==> src/rtl/tqvp_htfab_color_vga.sv <==
// tqvp_htfab_color_vga
//   Colour VGA peripheral for the TinyQV bus. Holds a BPP-bit-per-pixel
//   framebuffer reached through an auto-incrementing indirect port, a 4-entry
//   palette, a sync generator, a double-buffered line buffer and a vblank
//   interrupt with explicit clear.
// Ports
//   clk, rst        system clock, synchronous active-high reset
//   address         register byte address (0x00 CTRL, 0x04 STATUS, 0x08 PALETTE,
//                   0x0C FB_ADDR, 0x10 FB_DATA)
//   data_in         write data
//   data_write_n    11 none, 00 8b, 01 16b, 10 32b
//   data_read_n     11 none, otherwise read request
//   data_out        read data, valid while data_ready, else 0
//   data_ready      one-cycle read completion strobe
//   uo_out          {hsync, B0, G0, R0, vsync, B1, G1, R1}, registered
//   user_interrupt  vblank flag gated by CTRL[1]
module tqvp_htfab_color_vga #(
    parameter int COLS        = 32,
    parameter int ROWS        = 16,
    parameter int BPP         = 2,
    parameter int CLK_PER_PIX = 48,
    parameter int LINE_REP    = 30,
    parameter int H_ACTIVE    = 1536,
    parameter int H_FP        = 64,
    parameter int H_SYNC      = 240,
    parameter int H_BP        = 192,
    parameter int V_ACTIVE    = 480,
    parameter int V_FP        = 10,
    parameter int V_SYNC      = 2,
    parameter int V_BP        = 33
) (
    input  logic        clk,
    input  logic        rst,
    input  logic [5:0]  address,
    input  logic [31:0] data_in,
    input  logic [1:0]  data_write_n,
    input  logic [1:0]  data_read_n,
    output logic [31:0] data_out,
    output logic        data_ready,
    output logic [7:0]  uo_out,
    output logic        user_interrupt
);
    localparam int H_TOTAL = H_ACTIVE + H_FP + H_SYNC + H_BP;
    localparam int V_TOTAL = V_ACTIVE + V_FP + V_SYNC + V_BP;
    localparam int RW      = COLS * BPP / 32;
    localparam int WORDS   = RW * ROWS;
    localparam int LB_W    = RW * 32;
    localparam int HW      = $clog2(H_TOTAL);
    localparam int VW      = $clog2(V_TOTAL);
    localparam int AW      = (WORDS > 1) ? $clog2(WORDS) : 1;
    localparam int CW      = (COLS > 1) ? $clog2(COLS) : 1;
    localparam int PW      = (CLK_PER_PIX > 1) ? $clog2(CLK_PER_PIX) : 1;
    localparam int LW      = (LINE_REP > 1) ? $clog2(LINE_REP) : 1;
    localparam int RWW     = $clog2(ROWS + 1);

    logic [HW-1:0]   r_hcount;
    logic [VW-1:0]   r_vcount;
    logic [PW-1:0]   r_psub;
    logic [CW-1:0]   r_pcol;
    logic [LW-1:0]   r_vsub;
    logic [RWW-1:0]  r_vrow;
    logic [1:0]      r_ctrl;
    logic [31:0]     r_palette;
    logic [AW-1:0]   r_fb_addr;
    logic            r_flag;
    logic            r_rd_d;
    logic            r_ready;
    logic [31:0]     r_data_out;
    logic [7:0]      r_uo;
    logic [LB_W-1:0] r_shadow;
    logic [LB_W-1:0] r_disp;
    logic [31:0]     r_fb [WORDS];

    logic            w_wr, w_rd, w_rd_go, w_fb_wr, w_fb_rd;
    logic            w_line_end, w_active, w_in_vblank, w_hsync, w_vsync;
    logic            w_fetch_en, w_flag_set;
    logic [HW-1:0]   w_fetch_k;
    logic [RWW-1:0]  w_next_row;
    logic [AW-1:0]   w_fetch_addr, w_addr_inc;
    logic [31:0]     w_fetch_word, w_cpu_word, w_rdata;
    logic [BPP-1:0]  w_index;
    logic [5:0]      w_colour;

    assign w_wr        = data_write_n != 2'b11;
    assign w_rd        = data_read_n != 2'b11;
    // A held request is accepted only on its first cycle.
    assign w_rd_go     = w_rd && !r_rd_d;
    assign w_fb_wr     = data_write_n == 2'b10 && address == 6'h10;
    assign w_fb_rd     = w_rd_go && address == 6'h10;
    assign w_addr_inc  = (r_fb_addr == AW'(WORDS - 1)) ? '0 : r_fb_addr + 1'b1;

    assign w_line_end  = r_hcount == HW'(H_TOTAL - 1);
    assign w_active    = r_hcount < HW'(H_ACTIVE) && r_vcount < VW'(V_ACTIVE);
    assign w_in_vblank = r_vcount >= VW'(V_ACTIVE);
    assign w_hsync     = !(r_hcount >= HW'(H_ACTIVE + H_FP) && r_hcount < HW'(H_ACTIVE + H_FP + H_SYNC));
    assign w_vsync     = !(r_vcount >= VW'(V_ACTIVE + V_FP) && r_vcount < VW'(V_ACTIVE + V_FP + V_SYNC));
    assign w_flag_set  = r_hcount == '0 && r_vcount == VW'(V_ACTIVE);

    // Row shown on the next scanline; past the last row (blanking) fetch row 0.
    always_comb begin
        if (r_vcount == VW'(V_TOTAL - 1))
            w_next_row = '0;
        else if (r_vsub == LW'(LINE_REP - 1))
            w_next_row = r_vrow + 1'b1;
        else
            w_next_row = r_vrow;
        if (w_next_row >= RWW'(ROWS))
            w_next_row = '0;
    end

    assign w_fetch_en   = r_hcount >= HW'(H_ACTIVE) && r_hcount < HW'(H_ACTIVE + RW);
    assign w_fetch_k    = r_hcount - HW'(H_ACTIVE);
    assign w_fetch_addr = AW'(32'(w_next_row) * RW + 32'(w_fetch_k));
    assign w_fetch_word = r_fb[w_fetch_addr];
    assign w_cpu_word   = r_fb[r_fb_addr];

    assign w_index  = r_disp[32'(r_pcol) * BPP +: BPP];
    assign w_colour = (w_active && r_ctrl[0]) ? r_palette[32'(w_index) * 8 +: 6] : '0;

    always_comb begin
        w_rdata = '0;
        case (address)
            6'h00: w_rdata = {30'b0, r_ctrl};
            6'h04: w_rdata = {6'b0, 10'(r_vcount), 14'b0, w_in_vblank, r_flag};
            6'h08: w_rdata = r_palette;
            6'h0C: w_rdata = 32'(r_fb_addr);
            6'h10: w_rdata = w_cpu_word;
            default: w_rdata = '0;
        endcase
    end

    always_ff @(posedge clk) begin
        if (rst) begin
            r_hcount   <= '0;
            r_vcount   <= '0;
            r_psub     <= '0;
            r_pcol     <= '0;
            r_vsub     <= '0;
            r_vrow     <= '0;
            r_ctrl     <= 2'b01;
            r_palette  <= 32'h0C30_3F00;
            r_fb_addr  <= '0;
            r_flag     <= 1'b0;
            r_rd_d     <= 1'b0;
            r_ready    <= 1'b0;
            r_data_out <= '0;
            r_uo       <= 8'h88;
            r_shadow   <= '0;
            r_disp     <= '0;
        end else begin
            if (w_line_end) begin
                r_hcount <= '0;
                r_psub   <= '0;
                r_pcol   <= '0;
                r_disp   <= r_shadow;
                if (r_vcount == VW'(V_TOTAL - 1)) begin
                    r_vcount <= '0;
                    r_vsub   <= '0;
                    r_vrow   <= '0;
                end else begin
                    r_vcount <= r_vcount + 1'b1;
                    if (r_vsub == LW'(LINE_REP - 1)) begin
                        r_vsub <= '0;
                        if (r_vrow != RWW'(ROWS - 1))
                            r_vrow <= r_vrow + 1'b1;
                    end else begin
                        r_vsub <= r_vsub + 1'b1;
                    end
                end
            end else begin
                r_hcount <= r_hcount + 1'b1;
                // Column advances every CLK_PER_PIX cycles, holding at the last column.
                if (r_psub == PW'(CLK_PER_PIX - 1)) begin
                    r_psub <= '0;
                    if (r_pcol != CW'(COLS - 1))
                        r_pcol <= r_pcol + 1'b1;
                end else begin
                    r_psub <= r_psub + 1'b1;
                end
            end

            for (int unsigned k = 0; k < RW; k++)
                if (w_fetch_en && w_fetch_k == HW'(k))
                    r_shadow[k*32 +: 32] <= w_fetch_word;

            r_uo <= {w_hsync, w_colour[0], w_colour[2], w_colour[4],
                     w_vsync, w_colour[1], w_colour[3], w_colour[5]};

            if (w_wr && address == 6'h00) r_ctrl <= data_in[1:0];
            if (w_wr && address == 6'h08) r_palette <= data_in;
            if (w_wr && address == 6'h0C)
                r_fb_addr <= AW'(data_in % 32'(WORDS));
            else if (w_fb_wr || w_fb_rd)
                r_fb_addr <= w_addr_inc;

            // Set has priority over a simultaneous clear.
            if (w_flag_set)
                r_flag <= 1'b1;
            else if (w_wr && address == 6'h04 && data_in[0])
                r_flag <= 1'b0;

            r_rd_d     <= w_rd;
            r_ready    <= w_rd_go;
            r_data_out <= w_rd_go ? w_rdata : '0;
        end
    end

    // Framebuffer contents are deliberately not reset.
    always_ff @(posedge clk) begin
        if (!rst && w_fb_wr)
            r_fb[r_fb_addr] <= data_in;
    end

    assign data_out       = r_data_out;
    assign data_ready     = r_ready;
    assign uo_out         = r_uo;
    assign user_interrupt = r_flag & r_ctrl[1];
endmodule

==> config.mk <==
export PLATFORM = sky130hd
export DESIGN_NAME = tqvp_htfab_color_vga
export DESIGN_NICKNAME = d
export VERILOG_FILES = /design/src/rtl/tqvp_htfab_color_vga.sv
export SDC_FILE = /design/constraint.sdc
export NUM_CORES = 2
export LEC_CHECK = 0
export CAP_MARGIN = 20
export CORE_ASPECT_RATIO = 0.8
export CORE_MARGIN = 4
export CORE_UTILIZATION = 44
export CTS_CLUSTER_SIZE = 12
export DETAILED_ROUTE_END_ITERATION = 10
export GPL_TIMING_DRIVEN = 0
export SYNTH_ARGS = -nofsm -noshare
export SYNTH_HDL_FRONTEND = slang
export SYNTH_SLANG_ARGS = --single-unit
==> constraint.sdc <==
create_clock -name clk -period 5.5 [get_ports clk]
set_clock_uncertainty 0.2 [all_clocks]
set_input_delay 0.55 -clock clk [delete_from_list [all_inputs] [get_ports clk]]
set_output_delay 0.55 -clock clk [all_outputs]
set_load 0.02 [all_outputs]
After elaboration in Yosys (flattened, before gate mapping)
Memories as Yosys holds them, arrays and structs flattened. A register that Yosys moved wholly into a read port is not among the register bits.
Index checks and enable logic that the tools add are counted.
{"block": "word_totals", "ff_bits": 252, "ramBits": 1024, "input_bits": 44, "elab_cells": 113, "n_memories": 1}
{"block": "classes", "n_addsub": 9, "magnitude_cmp": 10, "eq_ne": 16, "shift": 2, "n_mux": 19, "bitwise_logic": 3, "reduce_logical": 35}
{"memory": "r_fb", "depth": 32, "word_bits": 32, "rd": 2, "rd_ports_with_merged_regs": 1, "write_ports": 1, "line": "72", "rtl": "logic [31:0] r_fb [WORDS];"}
{"operator": "32-bit case mux with 5 select lines", "count": 1}
{"operator": "64-bit by 7-bit variable part select with 2-bit output", "count": 1}
{"operator": "5-bit 2-to-1 mux", "count": 12}
{"operator": "11-bit less-than comparator, second input constant", "count": 3}
{"operator": "32-bit by 6-bit variable part select with 6-bit output", "count": 1}
{"operator": "11-bit >= comparator, second input constant", "count": 2}
{"operator": "11-bit zero test", "count": 2}
{"operator": "5-bit by 1-bit adder with 5-bit output, second input constant", "count": 4}
{"operator": "10-bit by 9-bit >= comparator with 1-bit output, second input constant", "count": 2}
{"operator": "10-bit by 9-bit less-than comparator with 1-bit output, second input constant", "count": 2}
{"operator": "1-bit logical AND", "count": 17}
{"operator": "6-bit by 4-bit == test with 1-bit output, second input constant", "count": 2}
{"operator": "11-bit by 1-bit adder with 11-bit output, second input constant", "count": 1}
{"operator": "11-bit by 1-bit == test with 1-bit output, second input constant", "count": 1}
{"operator": "11-bit == test, second input constant", "count": 1}
{"operator": "11-bit subtractor, second input constant", "count": 1}
{"operator": "10-bit by 1-bit adder with 10-bit output, second input constant", "count": 1}
{"operator": "10-bit == test, second input constant", "count": 1}
{"operator": "10-bit by 9-bit == test with 1-bit output, second input constant", "count": 1}
{"operator": "5-bit == test, second input constant", "count": 2}
{"operator": "10-bit 2-to-1 mux", "count": 1}
{"operator": "2-bit nonzero test", "count": 4}
{"operator": "6-bit by 1-bit adder with 6-bit output, second input constant", "count": 1}
{"operator": "6-bit by 3-bit == test with 1-bit output, second input constant", "count": 1}
{"operator": "other kinds (19)", "count": 29}

Depth between registers and ports, before layout
{"block": "logic_depth", "depth_word": 8, "depth_mapped": 15}

Least setup slack after synthesis
No wires, ideal clock.
{"block": "synth_timing", "path_type": "reg2reg", "start": "register r_vcount[0]", "end": "register r_shadow[0]", "t_arrival_ps": 3941, "slack_ps": 1242, "path_stages_with_launch": 15, "n_path_buf": 2, "period_less_slack_ps": 4258, "cell_sequence": "dfxtp_1 inv_1 ha_1 nor4bb_1 nand3_1 nor4_4 clkbuf_1 nor2_1 ha_1 fa_1 xor2_2 buf_2 mux4_2 mux2_2 a22o_1"}
{"block": "synth_between", "elab_chain_len": 6}
{"element": "from (decl)", "line": "57", "rtl": "logic [VW-1:0] r_vcount;"}
{"element": "from (signal assigned)", "line": "161", "rtl": "r_vcount <= r_vcount + 1'b1;"}
{"element": "10-bit == test (*)", "line": "101", "rtl": "if (r_vcount == VW'(V_TOTAL - 1))"}
{"element": "5-bit 2-to-1 mux (*)", "line": "101"}
{"element": "5-bit >= comparator", "line": "107", "rtl": "if (w_next_row >= RWW'(ROWS))"}
{"element": "4-bit 2-to-1 mux (*)", "line": "107"}
{"element": "5-bit adder (*)", "line": "113", "rtl": "assign w_fetch_addr = AW'(32'(w_next_row) * RW + 32'(w_fetch_k));"}
{"element": "memory 32 x 32 bit (*)"}
{"element": "to (signal, indexed assignment)", "line": "184", "rtl": "r_shadow[k*32 +: 32] <= w_fetch_word;"}
{"element": "to (decl)", "line": "70", "rtl": "logic [LB_W-1:0] r_shadow;"}
Every way passes the cells marked *; elsewhere a longest branch is shown, timed or not.
A chain may end at the register's enable or synchronous reset.

Final worst setup path
{"block": "layout_timing", "start": "register r_vcount[1]", "end": "register r_shadow[26]"}
The elaborated chain is that of the path after synthesis.

==> run_results.csv <==
group,metric,value,unit
worst_hold_path,hold_class,"in2reg",
sta,slew-limit-headroom,15.2,%
drt,routed_wl,198,mm
drt,wl_per_cell,38.0,µm
worst_setup_path,cp_common_cell,"mux4_2",
synth,synthArstFlopShare,0,%
drt,drc,0,
power,vdd_drop_max,0.296,mV
drt,via_count,34855,
cts,ctsHtreeMaxLevel,4,
synth,netlist_instances,3039,
synth,synth_edf_count,1024,
cts,clock-root-buffer,"clkbuf_16",
sta,setup_tns,0,ns
final_layout,layout_commonest_cell,"edfxtp_1",
floorplan,num_rows,117,
worst_setup_path,cp-startpoint,"r_vcount[1]$_SDFFE_PP0P_",
power,powerDensity,313,nW/µm²
worst_setup_path,cp-end-kind,"flip-flop",
global_routing,grt_pass1_wl,270,mm
floorplan,io-pin-count,86,
synth,synthAdderAreaFrac,0.497,%
global_routing,antenna_found_initial,11,
placement,dp_hpwl,142,mm
synth,yosys.area_share.xor_xnor,0.413,%
sta,fin_crit_sh,97.9,%
worst_setup_path,cp.arrival,5.85,ns
placement,place.gp.congestion,0.943,
sta,tightest_slew,1.26,ns
global_routing,gr-total-overflow,0,
synth,muxShareOfSynthArea,27.5,%
sta,fin_crit,5.38,ns
floorplan,die-height,330,µm
power,p_leak,0.0203,µW
drt,drt_iter0_drc,5948,
cts,clock-sinks,1281,
synth,synth_warnings,0,
final_layout,layout_common_cells,"1,024 x edfxtp_1, 649 x mux4_2, 257 x dfxtp_1",
worst_setup_path,slowest_stage,"clkdlybuf4s18_2",
floorplan,die_area,135000,µm²
synth,synth_simple_gate_area_share,3.69,%
sta,rsz0062_at_grt,"false",
synth,synth-compound-area-share,2.92,%
worst_setup_path,critPathMaxFanout,10,
worst_hold_path,hp-start,"data_read_n[1]",
sta,setup_violations,0,
worst_setup_path,critPathTopFamily,"buffers and inverters",
sta,fmax,186,MHz
worst_setup_path,cp_cell_sequence,"inv_1, ha_1, nor4bb_1, nand3_1, nor4_4, clkbuf_2, nor2_1, ha_2, clkdlybuf4s18_2, clkbuf_4, mux4_2, mux4_2, mux2_2, a22o_1",
final_layout,drive_gt1_share,32.2,%
final_layout,num-nets-final,3424,
floorplan,initial_utilization,44.5,%
status,status,"completed",
synth,ys_seq_area_share,63.1,%
drt,first_pass_iters,6,
synth,synth_top_area_share,54.0,%
drt,viasPerCell,6.70,
global_routing,grt_usage,29.3,%
worst_setup_path,timing.rr.start,"r_vcount[1]$_SDFFE_PP0P_",
power,total_power,20800,µW
floorplan,die_width,410,µm
worst_setup_path,max_stage_delay,0.56,ns
synth,avgSynthCellArea,18.7,µm²
global_routing,grt_start_max_net_pins,36,
cts,cts_made_buffers,137,
worst_setup_path,cp_data_required_time,5.97,ns
sta,hold_viol,0,
synth,synth_area_leaders,"edfxtp_1 54%, mux4_2 26%, dfxtp_1 9.0%, nand2_1 1.6%, mux2i_1 1.2%",
global_routing,grt_pass1_vias,34147,
worst_setup_path,path_buf_inv,4,
synth,syn_area,56900,µm²
cts,cts_hold_buf,0,
cts,clockBufferDepth,3,
sta,report.final.slew_viol_count,0,
cts,clock_latency,0.79,ns
synth,yosysUniqueCellTypes,55,
cts,path_clk_slew,0.06,ns
placement,io_buffers,84,
floorplan,core_area,128000,µm²
cts,tritoncts,"yes",
drt,ant_nets,0,
synth,syn_nets,3105,
worst_setup_path,path_class,"reg2reg",
synth,synth_top_family_by_area,"multiplexers",
worst_setup_path,cp-start-kind,"flip-flop",
synth,ys_ff_latch,1281,
final_layout,syn_to_final_growth,17.0,%
job,drv_cap,0,
synth,yosysTopAreaCell,"edfxtp_1",
synth,ys.flop_type,"edfxtp_1",
## cells by family (layout without fill, tap and decap cells)
logic type	Yosys count	in the layout
flops	1281	1281
mux	750	750
simple gates	461	461
compound gates	262	262
buf+inv	237	666
xor+xnor	26	26
fa+ha+maj	22	22
other cells	0	7
## state kept, by name, summed over array words and instances, names as in the netlist, named ones only
register and cells:
r_hcount 11, r_disp 64, r_vcount 10, r_ctrl 2
r_rd_d 1, r_vsub 5, r_flag 1, r_vrow 5
r_psub 6, r_shadow 64, r_fb 1024, r_palette 32
r_pcol 5, r_fb_addr 5, data_out 32, data_ready 1
uo_out 8
## path summary, 6_finish.rpt
check,endpoint,slack [ns],cells after the start
worst max-delay path,r_shadow[26]$_SDFFE_PP0P_,0.12,14
worst min-delay path,r_rd_d$_SDFF_PP0_,0.18,2
worst max register to register,r_shadow[26]$_SDFFE_PP0P_,0.12,14
worst min register to register,r_disp[37]$_SDFFE_PP0P_,0.25,2
## Yosys cell counts (all sizes together) (5+ instances only)
cell type,count
a211oi,5
a21oi,117
a22o,65
a22oi,18
and3,14
buf,81
clkbuf,146
dfxtp,257
edfxtp,1024
ha,21
inv,10
mux2,35
mux2i,66
mux4,649
nand2,241
nand2b,8
nand3,23
nand3b,15
nand4,12
nor2,90
nor2b,5
nor3,17
nor3b,5
o21ai,29
o22ai,20
or3,6
xnor2,11
xor2,15
## power by group
part / switching [µW] / internal, µW / total [µW]
clock network: 3920 / 5090 / 9010
registers: 8.40 / 10500 / 10500
logic: 805 / 560 / 1370
## worst reg2reg max path, delay by kind of cell (launching register included)
kind	cells	cell delay (ns)
DFF	1	0.47
and+or+nand+nor	4	0.89
buffers and inverters	4	1.44
muxes	3	1.34
AOI/OAI and AO/OA	1	0.23
adders and majority gates	2	0.71
## repair_timing
item | 4_1_cts | 5_1_grt
hold endpoints to repair | 0 | 0
resized for setup | 40 | 5
pin swaps | 0 | 1
endpoints found under the setup margin | 64 | 60
setup buffers | 0 | 0
## metrics by stage
stage                     util [%]  setup WS, ns  cell area, µm²  instances  hold slack, ns
after detailed placement      48.2        -0.805           61500       4917           0.246
after global placement        46.9         -2.23           59900       4848           0.227
after CTS                     51.6        0.0166           65900       5166           0.128
final                         52.1         0.115           66600       5200           0.179
after floorplan                  -          1.24           56900       3039           0.218
after global routing          52.1        0.0659           66500       5195           0.172
## routing by layer
layer,track usage [%],up-vias,routed length (µm)
met5,0.246,-,32
met4,11.5,6,8620
met3,9.64,428,26900
met2,42.2,2598,85200
met1,41.4,18435,77000
li1,-,13388,-
## cell type report
cell class	instances	area (µm²)
Inverter	10	37.5
Sequential cell	1281	35900
Tap cell	1725	2160
Fill cell	10056	61200
Clock inverter	39	380
Clock buffer	210	3920
Buffer	226	1090
Timing Repair Buffer	181	2850
Multi-Input combinational cell	1521	20200
Antenna cell	7	17.5
Note: power is estimated with default switching activity, not from simulation.
